[config.mk]
export PLATFORM = sky130hd
export DESIGN_NAME = intr_ctrl
export DESIGN_NICKNAME = d
export VERILOG_FILES = /design/src/rtl/intr_ctrl.sv
export SDC_FILE = /design/constraint.sdc
export NUM_CORES = 1
export LEC_CHECK = 0
export ABC_AREA = 1
export CAP_MARGIN = 25
export CELL_PAD_IN_SITES_DETAIL_PLACEMENT = 1
export CELL_PAD_IN_SITES_GLOBAL_PLACEMENT = 2
export CORE_MARGIN = 2
export CORE_UTILIZATION = 25
export CTS_BUF_LIST = sky130_fd_sc_hd__clkbuf_8
export DETAILED_ROUTE_END_ITERATION = 12
export PLACE_DENSITY_LB_ADDON = 0.08
export SKIP_LAST_GASP = 1
export SYNTH_ARGS = -nofsm -noshare
export SYNTH_HDL_FRONTEND = slang
export SYNTH_SLANG_ARGS = --single-unit
export TNS_END_PERCENT = 1
[constraint.sdc]
create_clock -name clk -period 2 [get_ports clk]
set_input_delay 0.6 -clock clk [delete_from_list [all_inputs] [get_ports clk]]
set_output_delay 0.6 -clock clk [all_outputs]
set_load 0.02 [all_outputs]
[src/rtl/intr_ctrl.sv]
// rtl/intr_ctrl.sv - fixed-priority interrupt controller with edge/level latching and ACK/EOI handshake
module intr_ctrl #(
    parameter int N_SRC = 6,
    parameter int ID_W  = 3
) (
    input  logic             clk,
    input  logic             reset,
    input  logic [1:0]       addr,
    input  logic             we,
    input  logic [31:0]      data_in,
    output logic [31:0]      data_out,
    input  logic [N_SRC-1:0] int_req_x,
    output logic             irq,
    output logic [ID_W-1:0]  irq_id,
    output logic [N_SRC-1:0] hw_int
);

    typedef enum logic [1:0] {
        ST_IDLE    = 2'b00,
        ST_REQ     = 2'b01,
        ST_SERVICE = 2'b10
    } state_t;

    localparam logic [N_SRC-1:0] SRC_ONE = {{(N_SRC-1){1'b0}}, 1'b1};

    state_t           state_q, state_d;
    logic [ID_W-1:0]  id_q, id_d;
    logic             gen_q, gen_d;
    logic [N_SRC-1:0] mask_q, mask_d;
    logic [N_SRC-1:0] mode_q, mode_d;
    logic [N_SRC-1:0] req_q, req_d;
    logic [N_SRC-1:0] latch_q, latch_d;

    logic [N_SRC-1:0] pend, eff, id_onehot, ack_clr, w1c, edge_set;
    logic [ID_W-1:0]  win;
    logic             id_active;
    logic             wr_ctrl, wr_mask, wr_mode, wr_cmd, ack, eoi;
    logic             unused_data;

    assign unused_data = ^data_in[29:N_SRC];

    assign wr_ctrl = we && (addr == 2'd0);
    assign wr_mask = we && (addr == 2'd1);
    assign wr_mode = we && (addr == 2'd2);
    assign wr_cmd  = we && (addr == 2'd3);
    assign ack     = wr_cmd && data_in[30];
    assign eoi     = wr_cmd && data_in[31];

    // Edge latch runs for every source; only edge-mode sources expose it through pend.
    always_comb begin
        pend      = (mode_q & latch_q) | (~mode_q & req_q);
        eff       = gen_q ? (pend & mask_q) : '0;
        id_onehot = SRC_ONE << id_q;
        id_active = |(eff & id_onehot);
        win       = '0;
        for (int i = N_SRC - 1; i >= 0; i--) begin
            if (eff[i]) begin
                win = ID_W'(i);
            end
        end
    end

    always_comb begin
        state_d = state_q;
        id_d    = id_q;
        ack_clr = '0;
        case (state_q)
            ST_IDLE: begin
                if (|eff) begin
                    state_d = ST_REQ;
                    id_d    = win;
                end
            end
            ST_REQ: begin
                if (!id_active) begin
                    state_d = ST_IDLE;
                    id_d    = '0;
                end else if (ack) begin
                    state_d = ST_SERVICE;
                    ack_clr = id_onehot & mode_q;
                end
            end
            ST_SERVICE: begin
                if (eoi) begin
                    state_d = ST_IDLE;
                    id_d    = '0;
                end
            end
            default: begin
                state_d = ST_IDLE;
                id_d    = '0;
            end
        endcase
    end

    // A new edge beats a same-cycle clear; a 0->1 MODE write always empties the latch.
    always_comb begin
        gen_d    = wr_ctrl ? data_in[0] : gen_q;
        mask_d   = wr_mask ? data_in[N_SRC-1:0] : mask_q;
        mode_d   = wr_mode ? data_in[N_SRC-1:0] : mode_q;
        req_d    = int_req_x;
        edge_set = int_req_x & ~req_q;
        w1c      = wr_cmd ? data_in[N_SRC-1:0] : '0;
        latch_d  = (latch_q & ~(w1c | ack_clr)) | edge_set;
        if (wr_mode) begin
            latch_d = latch_d & ~(data_in[N_SRC-1:0] & ~mode_q);
        end
    end

    always_ff @(posedge clk or negedge reset) begin
        if (!reset) begin
            state_q <= ST_IDLE;
            id_q    <= '0;
            gen_q   <= 1'b0;
            mask_q  <= '0;
            mode_q  <= '0;
            req_q   <= '0;
            latch_q <= '0;
        end else begin
            state_q <= state_d;
            id_q    <= id_d;
            gen_q   <= gen_d;
            mask_q  <= mask_d;
            mode_q  <= mode_d;
            req_q   <= req_d;
            latch_q <= latch_d;
        end
    end

    assign irq    = (state_q == ST_REQ);
    assign irq_id = id_q;
    assign hw_int = irq ? id_onehot : '0;

    always_comb begin
        data_out = '0;
        case (addr)
            2'd0: data_out[0] = gen_q;
            2'd1: data_out = 32'(mask_q);
            2'd2: data_out = 32'(mode_q);
            default: begin
                data_out[31:30]      = state_q;
                data_out[16 +: ID_W] = id_q;
                data_out[N_SRC-1:0]  = pend;
            end
        endcase
    end

endmodule
* Word level (Yosys, flattened, before mapping)
Index checks and enable logic that the tools add are counted.
** Word-level totals
- Input port bits :: 43
- RAM bits :: 0
- Output and inout port bits :: 42
- Bits in read-only memories :: 0
- Latch bits :: 0
- Memories kept :: 0
- Register bits :: 30
- Logic and storage cells :: 72
** Cells by class
- Reductions and logical operators :: 13
- Equal/unequal tests :: 9
- Multipliers :: 0
- Bitwise gates (word level) :: 16
- Muxes and demuxes :: 26
- $add $sub $neg :: 0
- Div/mod/pow operators :: 0
- Shifts and indexed selects :: 1
- $lt $le $gt $ge :: 0
** Operator list (number)
- $and A6 B6 Y6 :: 9
- $mux W6 :: 7
- $mux W3 :: 10
- $not A6 Y6 :: 4
- $or A6 B6 Y6 :: 3
- $pmux W5 S3 :: 1
- $reduce_or A6 Y1 :: 2
- $mux W2 :: 5
- $pmux W3 S3 :: 1
- $eq A2 B2 Y1 const B :: 3
- $logic_and A1 B1 Y1 :: 6
- $ne A2 B2 Y1 const B :: 3
- $pmux W2 S3 :: 1
- $reduce_and A3 Y1 :: 2
- $shl A1 B3 Y6 const A :: 1
- $eq A2 B1 Y1 const B :: 2
- $logic_not A2 Y1 :: 2
- $ne A3 B2 Y1 const B :: 1
- $pmux W1 S3 :: 1
- $reduce_or A3 Y1 :: 1

* Longest topological paths before layout
Gate-level depths: netlist (run 1).
- Word-level depth :: 15
- Gate-level depth with buffers :: 12
- Mapped depth without buffers :: 12

* Worst setup path after synthesis (run 1)
OpenSTA, ideal clock, no wires.
- Kind :: input to output
- Start point :: input addr[1]
- End point :: output data_out[0]
- Arrival :: 1216 ps
- Setup slack :: 184 ps
- Cell stages on the path :: 4
- Data required time :: 1400 ps
- Path buffers :: 0
- Cell sequence :: inv_2 nor2_1 inv_2 o2111ai_1
** Between the ends
- Cells in the longest elaborated chain, start to end :: 2
- Elaborated cells on any way between the ends :: 4
- Those cells by class :: 2 x eq/ne; 1 x mux; 1 x reduce/logical
** RTL lines
- start: declaration :: RTL line 8 : input logic [1:0] addr,
- $eq A2 B2 Y1, or another cell as far along :: RTL line 136 : case (addr)
- $pmux W1 S3 * :: RTL line 136
- end: declaration :: RTL line 11 : output logic [31:0] data_out,
Mark *: on every way between the ends. The rest lies on a longest branch, timed or not.

* Worst setup path after layout (run 1)
- Start point :: input addr[1]
- End point :: output data_out[1]
** Between the ends
- Cells in the longest elaborated chain, start to end :: 2
- Elaborated cells on any way between the ends :: 4
- Those cells by class :: 2 x eq/ne; 1 x mux; 1 x reduce/logical
** RTL lines (RTL line)
- $eq A2 B2 Y1, or another cell as far along :: 136
- $pmux W5 S3 * :: 136
Marked as above.

==> metrics.yaml, run 1 <==
run_status:
  outcome: "complete, but fails checks"
  violations: "negative setup slack"
routing:
  route.detailed.drc: 0
  viasPerCell: 4.19
  wl_per_cell_um: 13.3
  drtIter0Drc: 47
  drt_pass1_iterations: 4
  ant_nets: 0
  vias: 1993
  routed_wirelength_mm: 6.34
placement:
  dp_slack_ns: -0.963
  port_buffers: 39
  hpwl_mm: 4.98
  place_area_sq_mm: 0.00286
  place_congestion: 0.804
timing:
  drv_slew: 0
  whs_ns: 0.517
  rsz0062_at_grt: "true"
  setup_viol: 3
  setup_slack_ns: -0.0206
  layout_min_cycle_time_ns: 2.02
  tns_ns: -0.0422
  period_share: 1.01
  fmax_ghz: 0.495
  hold_violations: 0
  fin_worst_skew_ns: 0.00869
finish:
  layout-drive-gt1-share: 0.299
  stdcell_area_sq_mm: 0.00296
  num_antenna_cells: 0
  seqCellArea_sq_um: 751
  mostFrequentLayoutCell: "nand2_1"
  layout_common_cells: "nand2_1 (87), buf_4 (57), dfrtp_1 (30)"
  nNetsFinal: 416
  syn2layout_area_growth_pct: 46.0
  fillers: 990
  multiInputGateArea_sq_mm: 0.00104
clock_tree:
  clkLatencyLatePin_ns: 0.29
  cts_hold_buf: 0
  h-tree-depth: 2
  cts_buffer_depth: 2
  cts_made_buffers: 5
  clkSinkCount: 30
  clkTransAtPathRegs_ns: 0.07
  cts_tree: "built"
  cts_root_buf: "clkbuf_8"
power:
  ir_drop_uv: 365
  seq_power_share: 0.273
  internal_power_w: 0.00174
  p_leak_nw: 1.56
  power_density_mw_per_mm2: 970
  switching_share: 0.393
  clkPwrFrac: 0.216
  p_comb_frac: 0.511
  p_sw_w: 0.00113
synthesis:
  synthDistinctLibCells: 27
  avgSynthCellArea_sq_um: 7.33
  yosysTopAreaCellShare: 0.371
  netlist_top_cells_area: "dfrtp_1 (37%), nand2_1 (16%), buf_4 (8.2%)"
  netlist_area_sq_mm: 0.00202
  ys_ff_latch: 30
  yosysWarningCount: 0
  syn-instance-count: 276
  yosys.area.top_type: "dfrtp_1"
  ys_seq_area_frac: 0.371
global_routing:
  grt_pass1_vias: 1963
  grt_usage: 0.154
  antenna_found_initial: 0
  grt_max_degree: 31
  grt_overflow: 0
  grt_pass1_wl_mm: 10.2
worst_setup_path:
  crit_slowest_cell: "nor2_4"
  path_cells: "buf_6, buf_6, nor2_4, nand2_1, o211ai_1, buf_4"
  cp.required_ns: 1.40
  startpoint_type: "primary input"
  critPathMostFrequentCell: "buf_6"
  crit_buf_inv: 3
  crit_fanout: 7
  slowest_delay_ns: 0.21
  endpoint_kind: "output port"
  crit_family: "buffers and inverters"
  critPathArrivalTime_ns: 1.42
  critPathKind: "primary input to output port"
die:
  rows: 32
  die_area_sq_mm: 0.00883
  die_h_um: 94.0
  core_area_sq_mm: 0.00777
  initial_core_util: 0.261
  die_w_um: 94.0
  io_pins: 85
flow_run:
  maxCapViolations: 0
worst_hold_path:
  hold_class: "flop to flop"
[what timing repair did]
action | CTS | global route
pin swaps | 4 | 3
gates resized for setup | 64 | 6
setup endpoints to repair | 19 | 20
buffers inserted | 0 | 2
[final cells by class]
type	instances	share of cell area
sequential	30	0.254
inverter	34	0.0432
multi-input combinational	207	0.353
clock inverter	3	0.0140
timing repair buffer	95	0.270
clock buffer	5	0.0233
tap	102	0.0432
[Yosys cell counts]
master	instances
nand3_1	17
nor2_8	1
o211ai_1	5
buf_6	1
conb_1	1
nand2_1	88
nor2_1	25
o21ai_1	1
a21oi_2	6
nand2_4	3
mux2_2	5
inv_1	28
buf_2	2
nand3b_1	1
a21boi_0	6
nor4_2	2
nor2_4	3
inv_2	6
nor4_1	3
o2111ai_1	1
o21ai_0	9
nor2_2	1
nand2_2	5
nor3_1	1
dfrtp_1	30
buf_4	22
a21oi_1	3
[final timing paths]
kind	endpoint	slack, ns	startpoint	cells after the start
max reg2reg	irq_id[2]$_DFFE_PN0P_	0.42	mode_q[4]$_DFFE_PN0P_	11
min reg2reg	mask_q[0]$_DFFE_PN0P_	0.52	mask_q[0]$_DFFE_PN0P_	2
min	mask_q[0]$_DFFE_PN0P_	0.52	mask_q[0]$_DFFE_PN0P_	2
max in group asynchronous	mask_q[2]$_DFFE_PN0P_	0.96	reset	2
max	data_out[1]	-0.02	addr[1]	6
min in group asynchronous	req_q[5]$_DFF_PN0_	0.73	reset	2
[per-layer routing]
| metal | track usage | vias to the layer above | wire (um) |
|---|---|---|---|
| li1 | - | 1024 | - |
| met1 | 0.211 | 930 | 3080 |
| met2 | 0.255 | 37 | 2990 |
| met3 | 0.0297 | 2 | 242 |
| met4 | 0.0290 | 0 | 30 |
| met5 | 0 | - | 0 |
[per-stage QoR]
step                      instances  power [W]   util
final                           476    0.00287  0.381
after global routing            476    0.00310  0.381
after CTS                       474    0.00290  0.380
after detailed placement        466    0.00230  0.368
after global placement          466    0.00228  0.368
after floorplan                 296    0.00154      -
[flip-flops by register name, summed over array words and instances (netlist names)]
register  flops
latch_q       6
mask_q        6
mode_q        6
req_q         6
irq_id        3
state_q       2
gen_q         1
[tightest hold or removal path, delay by kind of cell (launching register included)]
| family | cells | cell delay [ns] |
|---|---|---|
| AO/OA/AOI/OAI | 1 | 0.06 |
| flip-flops | 1 | 0.37 |
| AND/OR/NAND/NOR | 1 | 0.06 |
[power groups by stage]
stage / registers, W / clock network [W] / logic [W]
floorplan: 0.000829 / 0 / 0.000710
global placement: 0.000793 / 0 / 0.00149
detailed placement: 0.000794 / 0 / 0.00150
CTS: 0.000784 / 0.000644 / 0.00147
global route: 0.000800 / 0.000674 / 0.00163
finish: 0.000784 / 0.000619 / 0.00146
[logic make-up after synthesis]
| group | Yosys count | share of synthesized area |
|---|---|---|
| AND/OR/NAND/NOR | 150 | 0.341 |
| AO/OA/AOI/OAI | 31 | 0.103 |
| other | 1 | 0.00185 |
| multiplexers | 5 | 0.0278 |
| buffers and inverters | 59 | 0.155 |
| flip-flops | 30 | 0.371 |
Note: power is estimated with default switching activity, not from simulation.
==> run 2, diff against run 1 <==
--- a/config.mk
+++ b/config.mk
@@ -14,6 +14,7 @@
 export CTS_BUF_LIST = sky130_fd_sc_hd__clkbuf_8
 export DETAILED_ROUTE_END_ITERATION = 12
 export PLACE_DENSITY_LB_ADDON = 0.08
+export SETUP_SLACK_MARGIN = 0.4
 export SKIP_LAST_GASP = 1
 export SYNTH_ARGS = -nofsm -noshare
 export SYNTH_HDL_FRONTEND = slang
==> run 2 against run 1 <==
  * The flow still finishes with violations (negative setup slack)
  * Cell area fell by 1.4%
  * Via count barely moved
  * First-iteration DRC count fell by 8.5%
  * Cell count fell by 0.84%
  * Largest cell class unchanged
  * Sequential share of layout area rose by 0.36 points
  * Clock power fell by 19%
  * Die area did not move
  * Combinational power fell by 3%
  * Sequential power rose by 2%
  * Clock skew fell by 0.0014 ns
==> metrics.yaml, run 2 (same netlist as run 1, synthesis figures left out) <==
worst_hold_path:
  hold_class: "flop to flop"
  min_from: "req_q[5]$_DFF_PN0_"
  holdPathEnd: "latch_q[5]$_DFF_PN0_"
  whs_path_depth: 3  # +1
flow_run:
  maxCapViolations: 0  # unchanged
worst_setup_path:
  endpoint_kind: "output port"
  worstReg2RegStart: "irq_id[1]$_DFFE_PN0P_"
  cp.required_ns: 1.40  # about the same
  critPathArrivalTime_ns: 1.45  # +0.03 ns
  crit_fanout: 6  # -1
  r2r_end: "latch_q[3]$_DFF_PN0_"
  reg2regPathDepth: 10  # -1
  regToRegSetupSlack_ns: 0.34  # -0.08 ns
  startpoint_type: "primary input"
  critPathKind: "primary input to output port"
finish:
  mostFrequentLayoutCell: "nand2_1"
  layout-drive-gt1-share: 0.319  # +0.0195
  num_antenna_cells: 0  # unchanged
  stdcell_area_sq_mm: 0.00292  # -1.4%
  layout_common_cells: "nand2_1 (85), buf_4 (52), dfrtp_1 (30)"
  nNetsFinal: 412  # -0.96%
  final_util: 0.375  # -0.00532
  syn2layout_area_growth_pct: 44.0
routing:
  ant_nets: 0  # unchanged
  drt_pass1_iterations: 3  # -1
  drtIter0Drc: 43  # -8.5%
  route.detailed.drc: 0  # unchanged
  viasPerCell: 4.22  # +0.80%
  wl_per_cell_um: 13.0  # -2.2%
  vias: 1992  # -0.050%
  routed_wirelength_mm: 6.15  # -3.0%
timing:
  layout_min_cycle_time_ns: 2.05  # +0.0298 ns
  period_share: 1.03  # +0.0149
  tns_ns: -0.187  # -0.144 ns
  fin_worst_skew_ns: 0.00732  # -0.00137 ns
  fmax_ghz: 0.488  # -1.5%
  setup_viol: 7  # +4
  drv_slew: 0  # unchanged
  hold_violations: 0  # unchanged
  setup_slack_ns: -0.0504  # -0.0298 ns
  rsz0062_at_grt: "true"
power:
  ir_drop_uv: 235  # -35%
  internal_power_w: 0.00162  # -6.7%
  clkPwrFrac: 0.185  # -0.031
  p_comb_frac: 0.522  # +0.011
  switching_share: 0.403  # +0.0103
  p_sw_w: 0.00110  # -2.6%
  p_leak_nw: 1.51  # -2.9%
  power_density_mw_per_mm2: 933  # -3.8%
  seq_power_share: 0.292  # +0.019
placement:
  place_area_sq_mm: 0.00282  # -1.5%
  place_congestion: 0.758  # -5.7%
  port_buffers: 39  # unchanged
  hpwl_mm: 4.95  # -0.66%
global_routing:
  grt_usage: 0.152  # -0.00281
  antenna_found_initial: 0  # unchanged
  grt_pass1_wl_mm: 10.0  # -1.6%
  grt_overflow: 0  # unchanged
  grt_pass1_vias: 2016  # +2.7%
  grt_max_degree: 31  # unchanged
run_status:
  violations: "negative setup slack"
  outcome: "complete, but fails checks"
die:
  core_area_sq_mm: 0.00777  # unchanged
  rows: 32  # unchanged
  die_w_um: 94.0  # unchanged
  initial_core_util: 0.261  # unchanged
  die_h_um: 94.0  # unchanged
  die_area_sq_mm: 0.00883  # unchanged
  io_pins: 85  # unchanged
clock_tree:
  clkSinkCount: 30  # unchanged
  h-tree-depth: 2  # unchanged
  clkLatencyLatePin_ns: 0.28  # about the same
  cts_hold_buf: 0  # unchanged
  clkTransAtPathRegs_ns: 0.06  # about the same
  cts_tree: "built"
  cts_root_buf: "clkbuf_8"
  cts_made_buffers: 5  # unchanged
  cts_buffer_depth: 2  # unchanged
## run 2: cell types whose count changed in the layout (fill, tap and decap cells not counted), moves of 2 or more
| cell | before | now |
|---|---|---|
| clkdlybuf4s15_2 | 3 | 5 |
| nand2_2 | 6 | 8 |
| inv_2 | 7 | 4 |
| nand2_1 | 87 | 85 |
| buf_4 | 57 | 52 |
| buf_2 | 5 | 9 |
| dlygate4sd2_1 | 6 | 0 |
## run 2: worst max-delay path, stage by stage
cell and delay [ns]:
buf_6 0.09, buf_6 0.12, nand2_4 0.07, clkinvlp_4 0.17, nand2_2 0.12, o2111ai_2 0.10
buf_2 0.18
## run 2: power groups by stage
stage | Clock [W] | Combinational, W | Sequential (W)
after floorplan | 0 | 0.000715 | 0.000829
after global placement | 0 | 0.00146 | 0.000807
after detailed placement | 0 | 0.00146 | 0.000807
after CTS | 0.000533 | 0.00144 | 0.000798
after global routing | 0.000560 | 0.00158 | 0.000813
final | 0.000504 | 0.00142 | 0.000796
## run 2: final cells by class
type	count	area, sq um
inverters	34	139
multi-input cells	207	1060
well taps	102	128
flip-flops and latches	30	751
fillers	1007	4850
repair buffers	91	746
clock inverters	2	8.76
clock buffers	6	82.6
## run 2: what timing repair did
| item | in CTS | in global routing |
|---|---|---|
| setup buffers | 2 | 1 |
| resized for setup | 73 | 11 |
| hold endpoints to repair | 0 | 0 |
| pin swaps | 5 | 1 |
| setup endpoints to repair | 44 | 32 |
## run 2: worst max path at each step
stage,startpoint,endpoint,slack (ns),cells past startpoint
global route,irq_id[1]$_DFFE_PN0P_,hw_int[4],-0.10,6
CTS,addr[1],data_out[4],-0.06,7
floorplan,addr[1],data_out[1],0.22,4
detailed placement,addr[1],data_out[4],-0.97,7
global placement,addr[1],data_out[2],-0.93,7
finish,addr[1],data_out[0],-0.05,7
## run 2: metal layers
| metal | GRT usage | up-vias | share of wire |
|---|---|---|---|
| li1 | - | 1016 | - |
| met5 | 0 | - | 0 |
| met4 | 0.0326 | 0 | 0.0091 |
| met1 | 0.197 | 932 | 0.48 |
| met2 | 0.263 | 38 | 0.48 |
| met3 | 0.0265 | 6 | 0.034 |
## run 2: per-stage QoR
stage	power (W)	instances	setup slack (ns)	hold slack, ns
4_1_cts	0.00277	471	-0.0646	0.531
3_5_place_dp	0.00227	461	-0.967	0.519
2_1_floorplan	0.00154	296	0.224	0.304
3_3_place_gp	0.00226	461	-0.931	0.509
5_1_grt	0.00295	472	-0.104	0.563
6_report	0.00272	472	-0.0504	0.524
